==> src/rtl/debounce_edge.sv <==
// Debouncer for a raw asynchronous level: 2-flop synchroniser, then a 4-state qualification FSM.
// A new level is accepted after N consecutive matching samples, with one-cycle rise/fall pulses.
module debounce_edge #(
   parameter int isposedge = 1,
   parameter int ini       = 0,
   parameter int N         = 4
) (
   input  logic clk,
   input  logic rst,
   input  logic din,
   input  logic en,
   output logic q,
   output logic rise,
   output logic fall,
   output logic busy
);

   localparam int              CW       = $clog2(N + 1);
   localparam logic [CW-1:0]   CNT_ZERO = {CW{1'b0}};
   localparam logic [CW-1:0]   CNT_ONE  = CW'(1);
   localparam logic [CW-1:0]   CNT_LAST = CW'(N - 1);
   localparam logic            INI_LVL  = (ini != 0);

   typedef enum logic [1:0] {
      STABLE_0 = 2'd0,
      CHECK_1  = 2'd1,
      STABLE_1 = 2'd2,
      CHECK_0  = 2'd3
   } state_t;

   localparam state_t ST_INI = INI_LVL ? STABLE_1 : STABLE_0;

   logic          act_clk;
   logic          s1_q, s1_d;
   logic          s_q, s_d;
   state_t        state_q, state_d;
   logic [CW-1:0] cnt_q, cnt_d;
   logic          q_q, q_d;
   logic          rise_q, rise_d;
   logic          fall_q, fall_d;
   logic          busy_q, busy_d;

   // Falling-edge variant simply runs every register off the inverted clock.
   assign act_clk = (isposedge != 0) ? clk : ~clk;

   // Next-state, counter and pulse logic; nothing but the synchroniser moves while en is low.
   always_comb begin
      s1_d    = din;
      s_d     = s1_q;
      state_d = state_q;
      cnt_d   = cnt_q;
      rise_d  = 1'b0;
      fall_d  = 1'b0;
      if (en) begin
         case (state_q)
            STABLE_0: begin
               if (s_q) begin
                  if (N == 1) begin
                     state_d = STABLE_1;
                     rise_d  = 1'b1;
                  end else begin
                     state_d = CHECK_1;
                     cnt_d   = CNT_ONE;
                  end
               end else begin
                  state_d = STABLE_0;
               end
            end
            CHECK_1: begin
               if (!s_q) begin
                  state_d = STABLE_0;
                  cnt_d   = CNT_ZERO;
               end else if (cnt_q == CNT_LAST) begin
                  state_d = STABLE_1;
                  cnt_d   = CNT_ZERO;
                  rise_d  = 1'b1;
               end else begin
                  cnt_d   = cnt_q + CNT_ONE;
               end
            end
            STABLE_1: begin
               if (!s_q) begin
                  if (N == 1) begin
                     state_d = STABLE_0;
                     fall_d  = 1'b1;
                  end else begin
                     state_d = CHECK_0;
                     cnt_d   = CNT_ONE;
                  end
               end else begin
                  state_d = STABLE_1;
               end
            end
            CHECK_0: begin
               if (s_q) begin
                  state_d = STABLE_1;
                  cnt_d   = CNT_ZERO;
               end else if (cnt_q == CNT_LAST) begin
                  state_d = STABLE_0;
                  cnt_d   = CNT_ZERO;
                  fall_d  = 1'b1;
               end else begin
                  cnt_d   = cnt_q + CNT_ONE;
               end
            end
            default: begin
               state_d = ST_INI;
               cnt_d   = CNT_ZERO;
            end
         endcase
      end else begin
         state_d = state_q;
      end
      q_d    = (state_d == STABLE_1) || (state_d == CHECK_0);
      busy_d = (state_d == CHECK_1)  || (state_d == CHECK_0);
   end

   // All state, including the synchroniser, shares one asynchronous reset.
   always_ff @(posedge act_clk or negedge rst) begin
      if (!rst) begin
         s1_q    <= INI_LVL;
         s_q     <= INI_LVL;
         state_q <= ST_INI;
         cnt_q   <= CNT_ZERO;
         q_q     <= INI_LVL;
         rise_q  <= 1'b0;
         fall_q  <= 1'b0;
         busy_q  <= 1'b0;
      end else begin
         s1_q    <= s1_d;
         s_q     <= s_d;
         state_q <= state_d;
         cnt_q   <= cnt_d;
         q_q     <= q_d;
         rise_q  <= rise_d;
         fall_q  <= fall_d;
         busy_q  <= busy_d;
      end
   end

   assign q    = q_q;
   assign rise = rise_q;
   assign fall = fall_q;
   assign busy = busy_q;

endmodule

==> config.mk <==
export PLATFORM = sky130hd
export DESIGN_NAME = debounce_edge
export DESIGN_NICKNAME = d
export VERILOG_FILES = /design/src/rtl/debounce_edge.sv
export SDC_FILE = /design/constraint.sdc
export NUM_CORES = 1
export LEC_CHECK = 0
export BUFFER_PORTS_ARGS = -buffer_cell sky130_fd_sc_hd__buf_2
export CAP_MARGIN = 30
export CORE_AREA = 2 2 39 41
export CTS_CLUSTER_SIZE = 8
export DETAILED_ROUTE_END_ITERATION = 12
export DIE_AREA = 0 0 41 43
export MAX_ROUTING_LAYER = met4
export SYNTH_ARGS = -nofsm -noshare
export SYNTH_HDL_FRONTEND = slang
export SYNTH_SLANG_ARGS = --single-unit
==> constraint.sdc <==
create_clock -name clk -period 3.2 [get_ports clk]
set_input_delay 0.16 -clock clk [delete_from_list [all_inputs] [get_ports clk]]
set_output_delay 0.16 -clock clk [all_outputs]
set_load 0.05 [all_outputs]
# --- After elaboration in Yosys (flattened, before gate mapping) ---
# Cells that the tools add are included.
classes:
  addsub: 1
  muxes: 21
  reduce_logical: 4
  eq_ne: 9
ops:
  columns: ["cell", "count"]
  rows:
  - ["$mux W3", 5]
  - ["$pmux W3 S4", 1]
  - ["$mux W2", 5]
  - ["$mux W1", 9]
  - ["$eq A2 B2 Y1 const B", 4]
  - ["$pmux W2 S4", 1]
  - ["$eq A2 B1 Y1 const B", 2]
  - ["$ne A2 B2 Y1 const B", 2]
  - ["$add A3 B1 Y3 const B", 1]
  - ["$eq A3 B2 Y1 const B", 1]
  - ["$reduce_and A3 Y1", 1]
  - ["$logic_not A2 Y1", 1]
  - ["$logic_or A1 B1 Y1", 2]
word_totals:
  register_bits: 11
  output_inout_bits: 4
  input_bits: 4

# --- Longest topological paths before layout ---
# Gate-level depths: netlist of the first run.
logic_depth:
  word_depth: 7
  mapped_depth: 4

# --- Worst setup path before layout of the first run ---
# No wires, ideal clock.
synth_timing:
  path_type: "reg-to-reg"
  start: "reg cnt_q[0]"
  end: "reg q_q, in the netlist q"
  setup_ns: 0.125
  path_slack_ns: 1.818
  t_arrival_ns: 1.257
  period_less_slack_ns: 1.382
  n_path_buf: 0
  required_ns: 3.075
  path_stages_with_launch: 5
  cell_sequence: "dfrtp_1 ha_1 and2b_2 nand3_1 mux2_2"
synth_between:
  elab_chain_cells: 7
synth_lines:
  columns: ["element", "line_no", "text"]
  rows:
  - ["start: declaration", "37", "logic [CW-1:0] cnt_q, cnt_d;"]
  - ["start signal: assignment", "133", "cnt_q <= cnt_d;"]
  - ["$eq A3 B2 Y1 (*)", "73, 98", null]
  - ["$mux W2 (on tied branches)", "98, 73", null]
  - ["$mux W2 (on tied branches)", "95, 70", null]
  - ["$pmux W2 S4 (*)", "55", "case (state_q)"]
  - ["$mux W2 (*)", "54", "if (en) begin"]
  - ["$eq A2 B2 Y1", "114", "q_d = (state_d == STABLE_1) || (state_d == CHECK_0);"]
  - ["$logic_or A1 B1 Y1 (*)", "114", null]
  - ["net q_d", "38", "logic q_q, q_d;"]
  - ["end signal: assignment", "134", "q_q <= q_d;"]
  - ["end: declaration", "38", null]
# The timed path passes the listed nets; every way through them passes the cells marked *.
# A chain may end at the register's enable or synchronous reset.

# --- Worst setup path after layout of the first run ---
layout_timing:
  start: "reg cnt_q[0]"
  end: "reg state_q[1]"
layout_between:
  elab_chain_cells: 5
layout_lines:
  columns: ["element", "line_no", "text"]
  rows:
  - ["$eq A3 B2 Y1 (*)", "73, 98", null]
  - ["$mux W2 (on tied branches)", "98, 73", null]
  - ["$mux W2 (on tied branches)", "95, 70", null]
  - ["$pmux W2 S4 (*)", "55", null]
  - ["$mux W2 (*)", "54", null]
  - ["net state_d[1]", "36", "state_t state_q, state_d;"]
  - ["end signal: assignment", "132", "state_q <= state_d;"]
  - ["end: declaration", "36", null]
# Marked as above.

==> impl_metrics.csv, run 1 <==
group,metric,value,unit
placement,io_buffers,7,
worst_setup_path,criticalPathCategory,"flip-flop to flip-flop",
job,drv_cap,0,
timing,worst_slew_pin_slew,0.256,ns
routing,viasPerCell,4.76,
global_route,grt_pass1_wl,1120,µm
routing,ant_nets,0,
timing,slew_violations,0,
synth,ys_types,14,
floorplanning,num_rows,14,
synth,syn_nets,35,
floorplanning,die-area,0.00176,mm²
worst_setup_path,r2r_cells,4,
worst_setup_path,start_kind,"flip-flop",
timing,slew_headroom,82.9,%
power_and_ir_drop,ir_worst_vdd,0.000381,V
final_layout,layout-drive-gt1-share,37.2,%
timing,post-route-period-util,45.6,%
clock_network,cts_hold_buf,2,
power_and_ir_drop,power_density,890,mW/mm²
synth,synth.avg_cell_area,13.6,µm²
final_layout,multiInputGateArea,156,µm²
synth,synth_flop_cell,"dfrtp_1",
synth,synthArstFlopShare,100,%
worst_hold_path,hold-path-cell-count,2,
synth,synth-seq-area-share,61.5,%
synth,synth_common_cells,"dfrtp_1 (10), mux2_2 (4), a21oi_1 (3), nor3b_1 (3)",
routing,drt_iter0_drc,3,
worst_setup_path,endpoint_kind,"flip-flop",
clock_network,ctsResizeCount,0,
final_layout,fillers,134,
global_route,antenna_found_initial,0,
synth,yosysMostFrequentCell,"dfrtp_1",
clock_network,clock_sinks,10,
timing,finalHoldViolCount,0,
routing,drc,0,
final_layout,area_delta_synth_final,27.4,%
final_layout,fin_nets,49,
worst_hold_path,hold_class,"input pin to flip-flop",
status,status,"finished clean",
clock_network,cts_setup_buffers,0,
placement,place_hpwl,482,µm
timing,fmax,0.685,GHz
global_route,grt_util_all_layers,10.7,%
synth,synth.top_cell.area_share,61.5,%
floorplanning,die_h,43,µm
placement,gp_congestion,0.684,
synth,yosys_warnings,0,
synth,synth_seq_cells,10,
synth,yosys-top-cells-area,"dfrtp_1 (62%), mux2_2 (11%), nor3b_1 (5.5%)",
floorplanning,fp.dieW,41,µm
routing,vias,281,
clock_network,cts_tree,"built",
timing,rsz0062_at_grt,"no",
routing,routedWlPerCell,11.3,µm
worst_setup_path,worstPathRequired,3.35,ns
timing,min_period,1.46,ns
power_and_ir_drop,power_leakage,0.000246,µW
global_route,grt_overflow_total,0,
clock_network,insertion_delay,0.26,ns
clock_network,cts-buffers-inserted,3,
synth,synth_edf_count,0,
floorplanning,core_area,0.00138,mm²
synth,synthCells,30,
final_layout,regArea,250,µm²
global_route,grt_max_degree,11,
global_route,grt_pass1_vias,291,
worst_setup_path,worstPathMaxFanout,4,
clock_network,cts.root.buffer_cell,"clkbuf_4",
clock_network,htree_levels,1,
timing,fin_skew,0.000275,ns
routing,drt_pass1_iterations,3,
clock_network,clk_pin_slew,0.06,ns
routing,wirelength,665,µm
final_layout,n_antenna_cell,0,
final_layout,final_util,37.4,%
synth,syn_area,407,µm²
timing,setup_viol,0,
clock_network,cts.path.max_buffers,2,
floorplanning,initial_utilization,29.4,%
floorplanning,num_io_pins,8,
synth,synth_top_cell_by_area,"dfrtp_1",
worst_setup_path,arrival,1.61,ns
timing,finalSetupTns,0,ns
## routing by layer
| layer | vias up | global-route usage [%] | wire length (µm) |
|---|---|---|---|
| met5 | - | - | 0 |
| li1 | 134 | - | - |
| met1 | 139 | 11.9 | 278 |
| met3 | 2 | 1.57 | 33 |
| met2 | 6 | 14.4 | 344 |
| met4 | 0 | 12.0 | 8 |
## area by class of cell
class,instances,area share [%]
Sequential cell,10,48.3
Multi-Input combinational cell,20,30.2
Timing Repair Buffer,9,10.6
Clock buffer,4,7.00
Tap cell,16,3.86
## critical path: stages (launching register included)
cell and delay, ns:
dfrtp_1 0.40, ha_1 0.21, and2b_2 0.21, nand3_1 0.17
mux2_2 0.35
## where the power goes
part	leakage [µW]	internal (µW)	switching (µW)
clock network	0.0000210	69.0	40.5
registers	0.000127	158	33.6
logic	0.0000986	64.2	95.8
## metrics by stage
stage	hold slack [ns]	cells	power, µW	area, µm²	worst slack (ns)
finish	0.220	59	461	518	1.74
global route	0.215	59	494	518	1.66
CTS	0.209	59	468	518	1.73
detailed placement	0.0289	53	352	462	1.74
global placement	0.0283	53	349	462	1.76
floorplan	-0.136	30	313	407	1.82
## placed cells by master, fill, tap and decap left out, types with 2 or more instances in the layout
| master | count |
|---|---|
| a21oi_1 | 3 |
| nor3b_1 | 3 |
| buf_2 | 7 |
| dfrtp_1 | 10 |
| clkbuf_4 | 3 |
| dlygate4sd3_1 | 2 |
| mux2_2 | 4 |
## sequential cells by signal (all words and copies together) (netlist names)
register / count
q: 1
rise: 1
s_q: 1
busy: 1
fall: 1
s1_q: 1
state_q: 1
cnt_q: 3
## path summary, 6_finish.rpt
path | slack [ns] | to | start
worst min register to register | 0.35 | s_q | s1_q
worst min-delay path | 0.22 | busy | en
min in group asynchronous | 0.29 | s1_q | rst
max in group asynchronous | 2.73 | cnt_q[2] | rst
worst max-delay path | 1.74 | state_q[1] | cnt_q[0]
worst max register to register | 1.74 | state_q[1] | cnt_q[0]
## cells by family (layout without fill, tap and decap cells)
logic type               after synthesis  in the layout  share of synthesized area [%]
flip-flops                            10             10                           61.5
AND/OR/NAND/NOR                        7              7                           10.8
AO/OA/AOI/OAI                          6              6                           9.23
multiplexers                           4              4                           11.1
XOR/XNOR                               2              2                           4.31
adder cells (fa/ha/maj)                1              1                           3.08
buffers and inverters                  0             13                              0
(Power assumes the default switching activity.)
==> run 2, diff against run 1 <==
--- a/config.mk
+++ b/config.mk
@@ -5,6 +5,7 @@
 export SDC_FILE = /design/constraint.sdc
 export NUM_CORES = 1
 export LEC_CHECK = 0
+export ABC_AREA = 1
 export BUFFER_PORTS_ARGS = -buffer_cell sky130_fd_sc_hd__buf_2
 export CAP_MARGIN = 30
 export CORE_AREA = 2 2 39 41
==> constraint.sdc (replaced) <==
create_clock -name clk -period 1.45 [get_ports clk]
set_input_delay 0.0725 -clock clk [delete_from_list [all_inputs] [get_ports clk]]
set_output_delay 0.0725 -clock clk [all_outputs]
set_load 0.05 [all_outputs]
==> run 2 against run 1 <==
  * Critical path depth is 2 higher
  * Sequential share of layout area down 3.7 points
  * Worst hold slack worse by 0.11 ns
  * Global-route usage up 1.9 points
  * Highest routed layer unchanged
  * Non-clock buffer count unchanged
  * Clock-buffer cell count decreased by 1
  * Sequential power increased by 93%
  * Synthesized area rose by 14%
  * Wire length up 17%
  * Largest power group unchanged
  * Largest cell class unchanged
  * Final area grew 8.2%
  * Register-to-register slack got worse by 1.4 ns
  * Fmax up 27%
==> impl_metrics.csv, run 2 <==
group,metric,value,unit
synth,synth_common_cells,"nand2_1 (17), dfrtp_1 (10), nand3_1 (7)",
worst_setup_path,timing.rr.start,"cnt_q[0]",
timing,slew_violations,0,
synth,synth_top_family_by_area,"simple AND/OR/NAND/NOR gates",
final_layout,area_delta_synth_final,21.1,%
timing,timing.hold.ws,0.110,ns
clock_network,cts_hold_buf,2,
synth,yosys-top-cells-area,"dfrtp_1 (54%), nand2_1 (14%), nand3_1 (7.6%)",
clock_network,cts_setup_buffers,0,
clock_network,cts_tree,"built",
timing,min_period,1.15,ns
global_route,grt_util_all_layers,12.6,%
clock_network,cts.root.buffer_cell,"clkbuf_4",
final_layout,layout_commonest_cell,"nand2_1",
floorplanning,fp.dieW,41,µm
synth,synth.top_cell.area_share,54.1,%
floorplanning,die-area,0.00176,mm²
worst_setup_path,path_cells,"ha_1 -> inv_2 -> nor2_4 -> nand3_2 -> nand2_1 -> o21ai_1",
synth,synth-seq-area-share,54.1,%
clock_network,htree_levels,1,
worst_setup_path,criticalPathCategory,"flip-flop to flip-flop",
worst_hold_path,hold_class,"input pin to flip-flop",
clock_network,insertion_delay,0.26,ns
clock_network,ctsResizeCount,0,
power_and_ir_drop,clockPowerShare,23.4,%
placement,gp_congestion,0.778,
timing,fin_skew,0.00536,ns
routing,wirelength,781,µm
floorplanning,die_h,43,µm
worst_setup_path,endpoint_kind,"flip-flop",
worst_setup_path,slowest_stage,"dfrtp_1",
routing,routedWlPerCell,9.64,µm
worst_setup_path,start_kind,"flip-flop",
power_and_ir_drop,power_density,1380,mW/mm²
timing,finalHoldViolCount,0,
final_layout,final_cell_mix,"nand2_1 (17), dfrtp_1 (10), nand3_1 (7), buf_2 (7)",
timing,fmax,0.873,GHz
job,drv_cap,0,
placement,post_dp_cell_area,518,µm²
status,status,"finished clean",
final_layout,fin_nets,72,
global_route,grt_overflow_total,0,
synth,syn_area,463,µm²
worst_hold_path,min_from,"en",
routing,viasPerCell,4.58,
timing,finalSetupTns,0,ns
floorplanning,num_io_pins,8,
clock_network,clk_pin_slew,0.06,ns
routing,drc,0,
synth,yosys_warnings,0,
worst_setup_path,r2r_slack,0.30,ns
worst_setup_path,worstPathMaxFanout,5,
floorplanning,num_rows,14,
placement,place_hpwl,585,µm
final_layout,regMostFlops,"cnt_q",
synth,synth_fa_ha_area_share,2.70,%
power_and_ir_drop,ir_worst_vdd,0.000620,V
final_layout,fillers,140,
power_and_ir_drop,p_sw_share,36.4,%
global_route,grt_max_degree,11,
worst_hold_path,holdPathEnd,"busy",
synth,synth.avg_cell_area,8.73,µm²
synth,synthSimpleGateAreaFrac,35.1,%
floorplanning,initial_utilization,33.5,%
worst_setup_path,arrival,1.30,ns
routing,drt_pass1_iterations,4,
timing,setup_viol,0,
routing,vias,371,
synth,synth_xor_area_share,0,%
synth,synth-compound-area-share,3.24,%
synth,synth_seq_cells,10,
timing,slew_headroom,82.7,%
clock_network,cts-buffers-inserted,3,
final_layout,multiInputGateArea,190,µm²
worst_hold_path,hold-path-cell-count,2,
power_and_ir_drop,p_int,492,µW
synth,synth_top_cell_by_area,"dfrtp_1",
worst_setup_path,critPathMaxStageDelay,0.37,ns
global_route,grt_pass1_vias,358,
synth,synth_edf_count,0,
synth,ys_types,12,
timing,rsz0062_at_grt,"no",
global_route,grt_pass1_wl,1360,µm
power_and_ir_drop,p_seq_share,48.0,%
placement,io_buffers,7,
routing,drt_iter0_drc,3,
worst_setup_path,worstReg2RegEnd,"q",
final_layout,n_antenna_cell,0,
final_layout,layout-drive-gt1-share,24.6,%
synth,synthMuxAreaShare,0,%
final_layout,largest_reg_flops,3,
synth,synth_flop_cell,"dfrtp_1",
routing,ant_nets,0,
timing,worst_slew_pin_slew,0.260,ns
worst_setup_path,worstPathRequired,1.60,ns
timing,post-route-period-util,79.0,%
worst_setup_path,r2r_cells,6,
clock_network,clock_sinks,10,
floorplanning,core_area,0.00138,mm²
power_and_ir_drop,switching_power,282,µW
synth,yosysMostFrequentCell,"nand2_1",
clock_network,cts.path.max_buffers,2,
power_and_ir_drop,combPwrFrac,28.6,%
synth,syn_nets,58,
synth,synthCells,53,
synth,synthArstFlopShare,100,%
final_layout,regArea,250,µm²
global_route,antenna_found_initial,0,
final_layout,fin_area,561,µm²
power_and_ir_drop,power_leakage,0.000299,µW
[run 2: cell count changes in the layout (fill, tap and decap cells not counted), sizes merged, moves of 2 or more]
| cell | delta |
|---|---|
| a21oi | -3 |
| o21ai | +2 |
| mux2 | -4 |
| nor3b | -3 |
| nand3 | +8 |
| nand2 | +16 |
| nor2 | +5 |
| inv | +6 |
[run 2: critical path, delay by kind of cell, from the launching register on]
| family | cells | cell delay, ns |
|---|---|---|
| DFF | 1 | 0.37 |
| AOI/OAI and AO/OA | 1 | 0.06 |
| and+or+nand+nor | 3 | 0.31 |
| adders and majority gates | 1 | 0.24 |
| buffers and inverters | 1 | 0.06 |
[run 2: cells by family after synthesis]
kind of cell | Yosys count
AOI/OAI and AO/OA | 3
adders and majority gates | 1
buffers and inverters | 6
and+or+nand+nor | 33
DFF | 10
[run 2: worst max path at each step]
stage | from | to | slack [ns]
6_report | cnt_q[0] | q | 0.30
3_3_place_gp | cnt_q[0] | q | 0.34
3_5_place_dp | cnt_q[0] | q | 0.30
2_1_floorplan | busy | q | 0.25
5_1_grt | cnt_q[0] | q | 0.20
4_1_cts | cnt_q[0] | q | 0.29
[run 2: through the flow]
step	std cells	total power, µW	setup slack, ns	util (%)
3_5_place_dp	76	596	0.304	37.4
5_1_grt	81	834	0.199	40.5
3_3_place_gp	76	589	0.335	37.4
6_report	81	773	0.304	40.5
2_1_floorplan	53	536	0.251	-
4_1_cts	81	787	0.294	40.5
[run 2: final cells by class]
cell class | count | share of cell area [%]
flip-flops and latches | 10 | 44.6
clock buffers | 3 | 4.02
inverters | 6 | 4.02
repair buffers | 9 | 9.82
well taps | 16 | 3.57
multi-input cells | 37 | 33.9
[run 2: routing by layer]
metal  global-route usage [%]  vias up  routed length, µm
li1                         -      193                  -
met1                     12.9      163                348
met2                     17.2       13                360
met3                     9.42        2                 56
met4                     6.00        0                 14
met5                        -        -                  0
[run 2: power by group through the flow]
stage	Clock, µW	Sequential (µW)	Combinational [µW]
after floorplan	0	419	117
after global placement	0	375	213
after detailed placement	0	375	221
after CTS	191	370	226
after global routing	209	377	248
final	181	371	221
==> run 3, diff against run 2 <==
==> constraint.sdc (replaced) <==
create_clock -name clk -period 1.1 [get_ports clk]
set_input_delay 0.055 -clock clk [delete_from_list [all_inputs] [get_ports clk]]
set_output_delay 0.055 -clock clk [all_outputs]
set_load 0.05 [all_outputs]
==> run 3 against run 2 <==
  * The run now ends with negative setup slack left
  * Clock skew hardly changed
  * Flip-flop and latch count is the same
  * Sequential power is 34% higher
  * Die area unchanged
  * Critical endpoint is now cnt_q[2]
  * Largest cell class unchanged
  * Largest power group unchanged
  * Highest routed layer unchanged
==> impl_metrics.csv, run 3 (synthesis results as in run 2) <==
group,metric,value,unit
status,status,"finished with violations",
status,violations,"negative setup slack",
placement,io_buffers,7,
placement,place_hpwl,619,µm
final_layout,final_cell_mix,"nand2_1 (16), dfrtp_1 (9), buf_2 (7)",
job,drv_cap,0,
timing,rsz0062_at_grt,"yes",
floorplanning,fp.dieW,41,µm
routing,drt_pass1_iterations,4,
timing,post-route-period-util,103,%
floorplanning,num_io_pins,8,
worst_setup_path,criticalPathCategory,"flip-flop to flip-flop",
global_route,grt_max_degree,11,
worst_setup_path,slowest_stage,"dfrtp_1",
worst_setup_path,cp_top_family,"flip-flops",
timing,slew_violations,0,
clock_network,htree_levels,1,
clock_network,insertion_delay,0.27,ns
global_route,antenna_found_initial,0,
routing,drt_iter0_drc,10,
timing,finalHoldViolCount,0,
final_layout,largest_reg_flops,3,
timing,setup_viol,3,
routing,wirelength,889,µm
global_route,grt_pass1_wl,1410,µm
clock_network,clk_pin_slew,0.07,ns
routing,drc,0,
timing,worst_slew_pin_slew,0.248,ns
final_layout,fillers,143,
timing,fmax,0.885,GHz
final_layout,layout-drive-gt1-share,34.8,%
routing,vias,396,
final_layout,regArea,251,µm²
worst_setup_path,path_buf_inv,1,
power_and_ir_drop,ir_worst_vdd,0.000748,V
timing,setup_slack,-0.0293,ns
floorplanning,die_h,43,µm
power_and_ir_drop,power_density,1930,mW/mm²
timing,finalSetupTns,-0.0614,ns
final_layout,area_delta_synth_final,33.0,%
timing,min_period,1.13,ns
final_layout,n_antenna_cell,0,
worst_setup_path,critPathMaxStageDelay,0.40,ns
routing,routedWlPerCell,10.5,µm
worst_setup_path,path_cells,"ha_2 -> buf_4 -> nor2_4 -> nand3_1 -> nand2_1 -> nand2_1 -> nand2_1",
final_layout,layout_commonest_cell,"nand2_1",
timing,fin_skew,0.00547,ns
final_layout,fin_nets,75,
floorplanning,num_rows,14,
timing,slew_headroom,83.6,%
placement,gp_congestion,0.738,
worst_setup_path,arrival,1.34,ns
global_route,grt_util_all_layers,13.2,%
clock_network,cts.path.max_buffers,2,
worst_hold_path,hold_class,"input pin to flip-flop",
worst_setup_path,cpMostUsedCell,"nand2_1",
clock_network,cts-buffers-inserted,3,
worst_setup_path,endpoint_kind,"flip-flop",
worst_setup_path,start_kind,"flip-flop",
global_route,grt_overflow_total,0,
clock_network,cts_tree,"built",
worst_setup_path,worstPathRequired,1.31,ns
floorplanning,core_area,0.00138,mm²
worst_setup_path,worstPathMaxFanout,2,
final_layout,multiInputGateArea,208,µm²
power_and_ir_drop,finalPower,1190,µW
routing,ant_nets,0,
final_layout,regMostFlops,"cnt_q",
clock_network,cts.root.buffer_cell,"clkbuf_4",
power_and_ir_drop,power_leakage,0.000317,µW
floorplanning,initial_utilization,33.5,%
floorplanning,die-area,0.00176,mm²
routing,viasPerCell,4.66,
global_route,grt_pass1_vias,315,
clock_network,clock_sinks,10,
worst_setup_path,r2r_slack,-0.03,ns
==> run 3: metal layers <==
metal,vias up,track usage (%),share of wire (%)
met2,8,16.9,50
li1,204,-,-
met5,-,-,0
met3,4,4.71,3.6
met1,180,15.3,43
met4,0,12.0,3.4
==> run 3: stage by stage <==
stage                     instance area, µm²  util [%]  hold slack (ns)  setup WS [ns]  cells
after CTS                                596      43.0           0.0801        -0.0154     83
after detailed placement                 527      38.1          -0.0720        -0.0531     77
after global placement                   527      38.1          -0.0708        -0.0391     77
after global routing                     616      44.5            0.106        -0.0909     85
final                                    616      44.5           0.0884        -0.0293     85
after floorplan                          464         -           -0.241         0.0226     53
==> run 3: worst paths after layout <==
path                           from       end  cells past startpoint
min in group asynchronous       rst  cnt_q[2]                      2
max reg2reg                cnt_q[0]  cnt_q[2]                      7
min                              en      busy                      2
max                        cnt_q[0]  cnt_q[2]                      7
min reg2reg                    s1_q       s_q                      0
max in group asynchronous       rst      busy                      2
==> run 3: layout make-up <==
cell class / count / share of cell area [%]
Sequential cell: 10 / 40.9
Clock buffer: 4 / 5.89
Multi-Input combinational cell: 37 / 33.7
Tap cell: 16 / 3.25
Timing Repair Buffer: 12 / 12.6
Inverter: 6 / 3.66
==> run 3: power by group <==
group / switching [µW] / internal [µW]
sequential: 67.9 / 430
clock: 134 / 201
combinational: 216 / 142
total: 418 / 773
==> run 3: worst reg2reg max path, cell delays in order, from the launching register on <==
cell and delay, ns:
dfrtp_1 0.40, ha_2 0.20, buf_4 0.14, nor2_4 0.08
nand3_1 0.08, nand2_1 0.07, nand2_1 0.05, nand2_1 0.05
==> run 3: what timing repair did <==
item | in CTS | in global routing
hold buffers | 2 | 0
resized for setup | 4 | 1
buffers inserted | 0 | 2
pin swaps | 1 | 6
endpoints found under the setup margin | 3 | 8
endpoints found under the hold margin | 11 | 0
